File: config.mk
export PLATFORM = sky130hd
export DESIGN_NAME = clk_sched
export DESIGN_NICKNAME = d
export VERILOG_FILES = /design/src/rtl/clk_sched_pkg.sv /design/src/rtl/clk_sched_channel.sv /design/src/rtl/clk_sched.sv
export SDC_FILE = /design/constraint.sdc
export NUM_CORES = 1
export LEC_CHECK = 0
export CAP_MARGIN = 20
export CORE_AREA = 2 2 165 167
export DETAILED_ROUTE_END_ITERATION = 10
export DIE_AREA = 0 0 167 169
export GPL_ROUTABILITY_DRIVEN = 0
export GPL_TIMING_DRIVEN = 0
export HOLD_SLACK_MARGIN = 0.06
export PLACE_DENSITY = 0.71
export SYNTH_ARGS = -nofsm -noshare
export SYNTH_HDL_FRONTEND = slang
export SYNTH_SLANG_ARGS = --single-unit
File: constraint.sdc
create_clock -name clk_50MHz -period 4.1 [get_ports clk_50MHz]
set_clock_uncertainty 0.05 [all_clocks]
set_input_delay 0.82 -clock clk_50MHz [delete_from_list [all_inputs] [get_ports clk_50MHz]]
set_output_delay 0.82 -clock clk_50MHz [all_outputs]
set_load 0.03 [all_outputs]
File: src/rtl/clk_sched_pkg.sv
// rtl/clk_sched_pkg.sv - shared types and defaults for the clk_sched tick scheduler
// Optional re-phase feature is selected by CLK_SCHED_SYNC_EN.
package clk_sched_pkg;

  localparam int CH_NUM_DEF = 4;
  localparam int DIV_W_DEF  = 16;
  localparam int CH_W_MAX   = 4;

  typedef enum logic {
    IDLE = 1'b0,
    RUN  = 1'b1
  } ch_state_e;

  typedef struct packed {
    logic [CH_W_MAX-1:0]  ch;
    logic [DIV_W_DEF-1:0] div;
    logic                 run;
  } cfg_t;

  function automatic int ch_width(input int ch_num);
    return (ch_num > 1) ? $clog2(ch_num) : 1;
  endfunction

endpackage

File: src/rtl/clk_sched_channel.sv
// rtl/clk_sched_channel.sv - one tick channel: down-counter, pending ratio slot, run state
// i_sync exists only when CLK_SCHED_SYNC_EN is defined.
module clk_sched_channel
  import clk_sched_pkg::*;
#(
  parameter int DIV_W = DIV_W_DEF
) (
  input  logic             clk,
  input  logic             rst_n,
  input  logic             i_wr,
  input  logic [DIV_W-1:0] i_div,
  input  logic             i_run,
`ifdef CLK_SCHED_SYNC_EN
  input  logic             i_sync,
`endif
  output logic             o_tick,
  output logic             o_busy,
  output logic             o_pend_v
);

  ch_state_e        r_state, w_state;
  logic [DIV_W-1:0] r_cnt, w_cnt;
  logic [DIV_W-1:0] r_div_cur, w_div_cur;
  logic [DIV_W-1:0] r_pend_div, w_pend_div;
  logic             r_pend_v, w_pend_v;
  logic             r_tick, w_tick;
  logic [DIV_W-1:0] w_div_eff;

  always_ff @(posedge clk or negedge rst_n) begin
    if (!rst_n) begin
      r_state    <= IDLE;
      r_cnt      <= '0;
      r_div_cur  <= '0;
      r_pend_div <= '0;
      r_pend_v   <= 1'b0;
      r_tick     <= 1'b0;
    end else begin
      r_state    <= w_state;
      r_cnt      <= w_cnt;
      r_div_cur  <= w_div_cur;
      r_pend_div <= w_pend_div;
      r_pend_v   <= w_pend_v;
      r_tick     <= w_tick;
    end
  end

  always_comb begin
    w_state    = r_state;
    w_cnt      = r_cnt;
    w_div_cur  = r_div_cur;
    w_pend_div = r_pend_div;
    w_pend_v   = r_pend_v;
    w_tick     = 1'b0;
    w_div_eff  = r_pend_v ? r_pend_div : r_div_cur;

    if (r_state == RUN) begin
      if (r_cnt == '0) begin
        w_tick    = 1'b1;
        w_cnt     = w_div_eff - DIV_W'(1);
        w_div_cur = w_div_eff;
        w_pend_v  = 1'b0;
      end else begin
        w_cnt = r_cnt - DIV_W'(1);
      end
`ifdef CLK_SCHED_SYNC_EN
      if (i_sync) begin
        w_tick    = 1'b0;
        w_cnt     = w_div_eff - DIV_W'(1);
        w_div_cur = w_div_eff;
        w_pend_v  = 1'b0;
      end
`endif
    end

    // A config write is applied last so it wins over counting and sync.
    if (i_wr) begin
      if (i_run && (i_div != '0)) begin
        if (r_state == IDLE) begin
          w_state   = RUN;
          w_div_cur = i_div;
          w_cnt     = i_div - DIV_W'(1);
          w_tick    = 1'b0;
        end else if (r_cnt == '0) begin
          w_cnt     = i_div - DIV_W'(1);
          w_div_cur = i_div;
          w_tick    = 1'b1;
          w_pend_v  = 1'b0;
        end else begin
          w_pend_div = i_div;
          w_pend_v   = 1'b1;
        end
      end else if (r_state == RUN) begin
        w_state  = IDLE;
        w_cnt    = '0;
        w_pend_v = 1'b0;
        w_tick   = 1'b0;
      end
    end
  end

  assign o_tick   = r_tick;
  assign o_busy   = (r_state == RUN);
  assign o_pend_v = r_pend_v;

endmodule

File: src/rtl/clk_sched.sv
// rtl/clk_sched.sv - CH_NUM programmable tick-strobe scheduler with valid/ready config port
// Defining CLK_SCHED_SYNC_EN adds the sync_in re-phase input.
module clk_sched
  import clk_sched_pkg::*;
#(
  parameter  int CH_NUM = CH_NUM_DEF,
  parameter  int DIV_W  = DIV_W_DEF,
  localparam int CH_W   = ch_width(CH_NUM)
) (
  input  logic              clk_50MHz,
  input  logic              rst_n,
  input  logic              cfg_valid,
  output logic              cfg_ready,
  input  logic [CH_W-1:0]   cfg_ch,
  input  logic [DIV_W-1:0]  cfg_div,
  input  logic              cfg_run,
`ifdef CLK_SCHED_SYNC_EN
  input  logic              sync_in,
`endif
  output logic [CH_NUM-1:0] tick,
  output logic [CH_NUM-1:0] busy
);

  logic [CH_NUM-1:0] w_pend_v;
  logic [CH_NUM-1:0] w_wr;

  // Out-of-range channels match nothing, so they stay ready and are dropped.
  always_comb begin
    cfg_ready = 1'b1;
    for (int i = 0; i < CH_NUM; i++) begin
      if (cfg_ch == CH_W'(i)) cfg_ready = !w_pend_v[i];
    end
  end

  for (genvar g = 0; g < CH_NUM; g++) begin : g_ch
    assign w_wr[g] = cfg_valid && cfg_ready && (cfg_ch == CH_W'(g));

    clk_sched_channel #(
      .DIV_W(DIV_W)
    ) u_ch (
      .clk      (clk_50MHz),
      .rst_n    (rst_n),
      .i_wr     (w_wr[g]),
      .i_div    (cfg_div),
      .i_run    (cfg_run),
`ifdef CLK_SCHED_SYNC_EN
      .i_sync   (sync_in),
`endif
      .o_tick   (tick[g]),
      .o_busy   (busy[g]),
      .o_pend_v (w_pend_v[g])
    );
  end

endmodule
==> metrics <==
outcome=completed; top cell family by delay on the critical path=buffers and inverters; Syn Nets=approximately 1.6k; Synth cell types=79; Worst Setup Start Kind=register; Routed WL=45.3 mm; first-pass GRT wire length=roughly 70 mm; drc violations=0; Multi-input gate area=7540 um^2; Tot Pwr=11.1 mW; maximum fanout along the worst path=19; pin count of the biggest net entering global routing=120; LEAKAGE=just under 6 nW; Bufs and invs on worst path=3; final setup fails=0; FF/Latch Area=5100 um^2; Synth Register Bits=around 200; crit share post-route=98.7%; layout cells sized above 1=13.7%; TritonCTS clock tree=done; cells after synthesis=1,524; Final WS setup=52.1 ps; H-tree depth=1; WL per Instance=23.3 um; clock buffer depth=3; total track usage=31.4%; dpl ws=-797 ps; Worst Path Required=3230 ps; Fmax=247 MHz; area grow syn2layout=12.5%; Critical Path End Type=output port; Pins Over Slew Limit=0; yosys warns=0; Layout Cells excl Fill=1,941; Seq/Total Area, Yosys=roughly 39%; cell area power density=between 700 and 800 nW/um^2; DRT antenna net count=0; CTS root buffer=clkbuf_16; # clock sinks=204; hold buffer count at cts=0; Via density=about 6.7; Period minus WS final=4050 ps; Post-synth EDFFs=0; Top FF cell, synth=dfrtp_1; Peak VDD IR=~500 uV; Initial DRC Count=1,645; Placeable Area=26,500 um^2; Die Width=167 um; Worst path slowest cell=buf_1; die height=169 um; IO Pins=31; Area after DPL=13,900 um^2; worst-margin pin slew=1130 ps; Relative slew margins=approximately a quarter; Post-synth ARST share=100%; Mapped Area=13,100 um^2; initial antenna violation count=2; final setup TNS=0 ps; Initial Utilization=approximately half; vias after detailed routing=13.0k; CTS buffer count=24; # fillers=2,410; Final Hold Viols=0; Worst Hold Class=in -> async; crit-path max cell delay=630 ps; Die ar.=around 28,000 um^2; grt ovf=0; DP HPWL=31.2 mm; row count=60; Skew-Pair Late Insertion Delay=~530 ps; syn_area_per_cell=~8.6 um^2; Layout Nets=1,609; Arr. time, crit path=around 3200 ps; fin area=14,700 um^2; Clock transition at path regs=60 ps; WS Path Type=reg -> out; CP cell instances=buf_1 -> buf_2 -> mux2_2 -> o21ai_0 -> clkdlybuf4s50_1; RSZ-0062 raised after global routing=false; placed instance count=~1.9k; vias in the first global route=between 10k and 15k; DR pass1 iterations=6; number of port buffers=29; MaxCap Viol Count=0
[Yosys cell counts (all sizes together) (11+ instances only)]
cell | instances | share of area, %
buf | 45 | 1.8
o21ai | 81 | 3.1
nor3 | 48 | 1.9
or3 | 14 | 0.67
dfrtp | 204 | 39
a22oi | 32 | 1.8
nor2 | 191 | 5.5
o221ai | 12 | 0.80
xor2 | 27 | 1.8
nand2 | 163 | 4.7
nand3 | 19 | 0.76
xnor2 | 23 | 1.5
o22ai | 68 | 3.2
clkbuf | 64 | 1.8
a211oi | 23 | 1.3
a31oi | 11 | 0.53
mux2 | 90 | 7.7
a21oi | 172 | 6.6
mux2i | 46 | 3.5
nor4 | 15 | 0.81
[metal layers]
layer / vias to the layer above / wire length [um] / track usage, % / part of all wire, %
li1: 5766 / - / - / -
met1: 6291 / 18300 / 42.9 / 40
met2: 817 / 19900 / 48.0 / 44
met3: 153 / 5060 / 6.94 / 11
met4: 0 / 2110 / 14.0 / 4.7
met5: - / 0 / 0 / 0
[sequential cells by signal (all words and copies together), names as in the netlist, named ones only]
| name | cells |
|---|---|
| g_ch.u_ch.o_tick | 4 |
| g_ch.u_ch.o_busy | 4 |
| g_ch.u_ch.r_cnt | 64 |
| g_ch.u_ch.r_pend_div | 64 |
| g_ch.u_ch.r_div_cur | 64 |
[placed cells by master, fill, tap and decap left out, types with 8 or more instances in the layout]
cell / count
dfrtp_1: 204
nor2_1: 182
a21oi_1: 170
nand2_1: 160
mux2_2: 90
o21ai_0: 77
o22ai_1: 68
clkbuf_1: 66
nor3_1: 47
mux2i_1: 46
a22oi_1: 32
clkdlybuf4s50_1: 28
xor2_1: 25
clkbuf_16: 25
buf_2: 24
xnor2_1: 23
a211oi_1: 22
nand3_1: 18
buf_4: 15
or3_1: 14
nor4_1: 13
o221ai_1: 12
a31oi_1: 10
nor2_2: 9
o211ai_1: 9
buf_1: 8
nand4_1: 8
inv_1: 8
nand2b_1: 8
and2_1: 8
a311oi_1: 8
[repair_timing]
action,CTS,global route
setup buffers,0,5
endpoints found under the hold margin,0,0
pin swaps,1,3
resized for setup,14,10
endpoints found under the setup margin,103,132
[final timing paths]
check / from / end / slack (ps) / cells after the start
max: register / cfg_ready / 50 / 5
min: rst_n / g_ch[1].u_ch.r_pend_div[13] / 220 / 1
max reg2reg: register / g_ch[2].u_ch.r_cnt[14] / 150 / 10
min in group clk_50MHz: g_ch[2].u_ch.r_pend_div[11] / g_ch[2].u_ch.r_pend_div[11] / 450 / 1
min reg2reg: g_ch[2].u_ch.r_pend_div[11] / g_ch[2].u_ch.r_pend_div[11] / 450 / 1
max in group asynchronous: rst_n / g_ch[2].u_ch.r_pend_div[13] / 2750 / 2
[where the power goes]
group	total, mW	switching, mW	internal, mW
registers	3.73	0.899	2.84
clock network	2.15	0.891	1.26
logic	5.24	3.10	2.13
total	11.1	4.89	6.23
[per-stage QoR]
stage / util [%] / hold slack, ps
6_report: 55.6 / 216
3_3_place_gp: 52.1 / 439
4_1_cts: 55.3 / 260
2_1_floorplan: - / 417
5_1_grt: 55.6 / 300
3_5_place_dp: 52.3 / 445
[area by class of cell]
cell class	instances	share of cell area, %
antenna	2	0.0340
buffer	105	3.19
clock buffer	33	4.52
clock inverter	9	0.731
inverter	9	0.255
multi-input combinational	1202	51.2
sequential	204	34.7
tap	341	2.90
timing repair buffer	36	2.50
[logic make-up after synthesis]
group,after synthesis,synth area share [%]
buffers and inverters,118,3.90
adder cells (fa/ha/maj),5,0.478
multiplexers,136,11.3
flip-flops,204,39.0
XOR/XNOR,50,3.34
AO/OA/AOI/OAI,487,23.5
AND/OR/NAND/NOR,524,18.6
No activity file was read; power rests on OpenSTA's default activity.
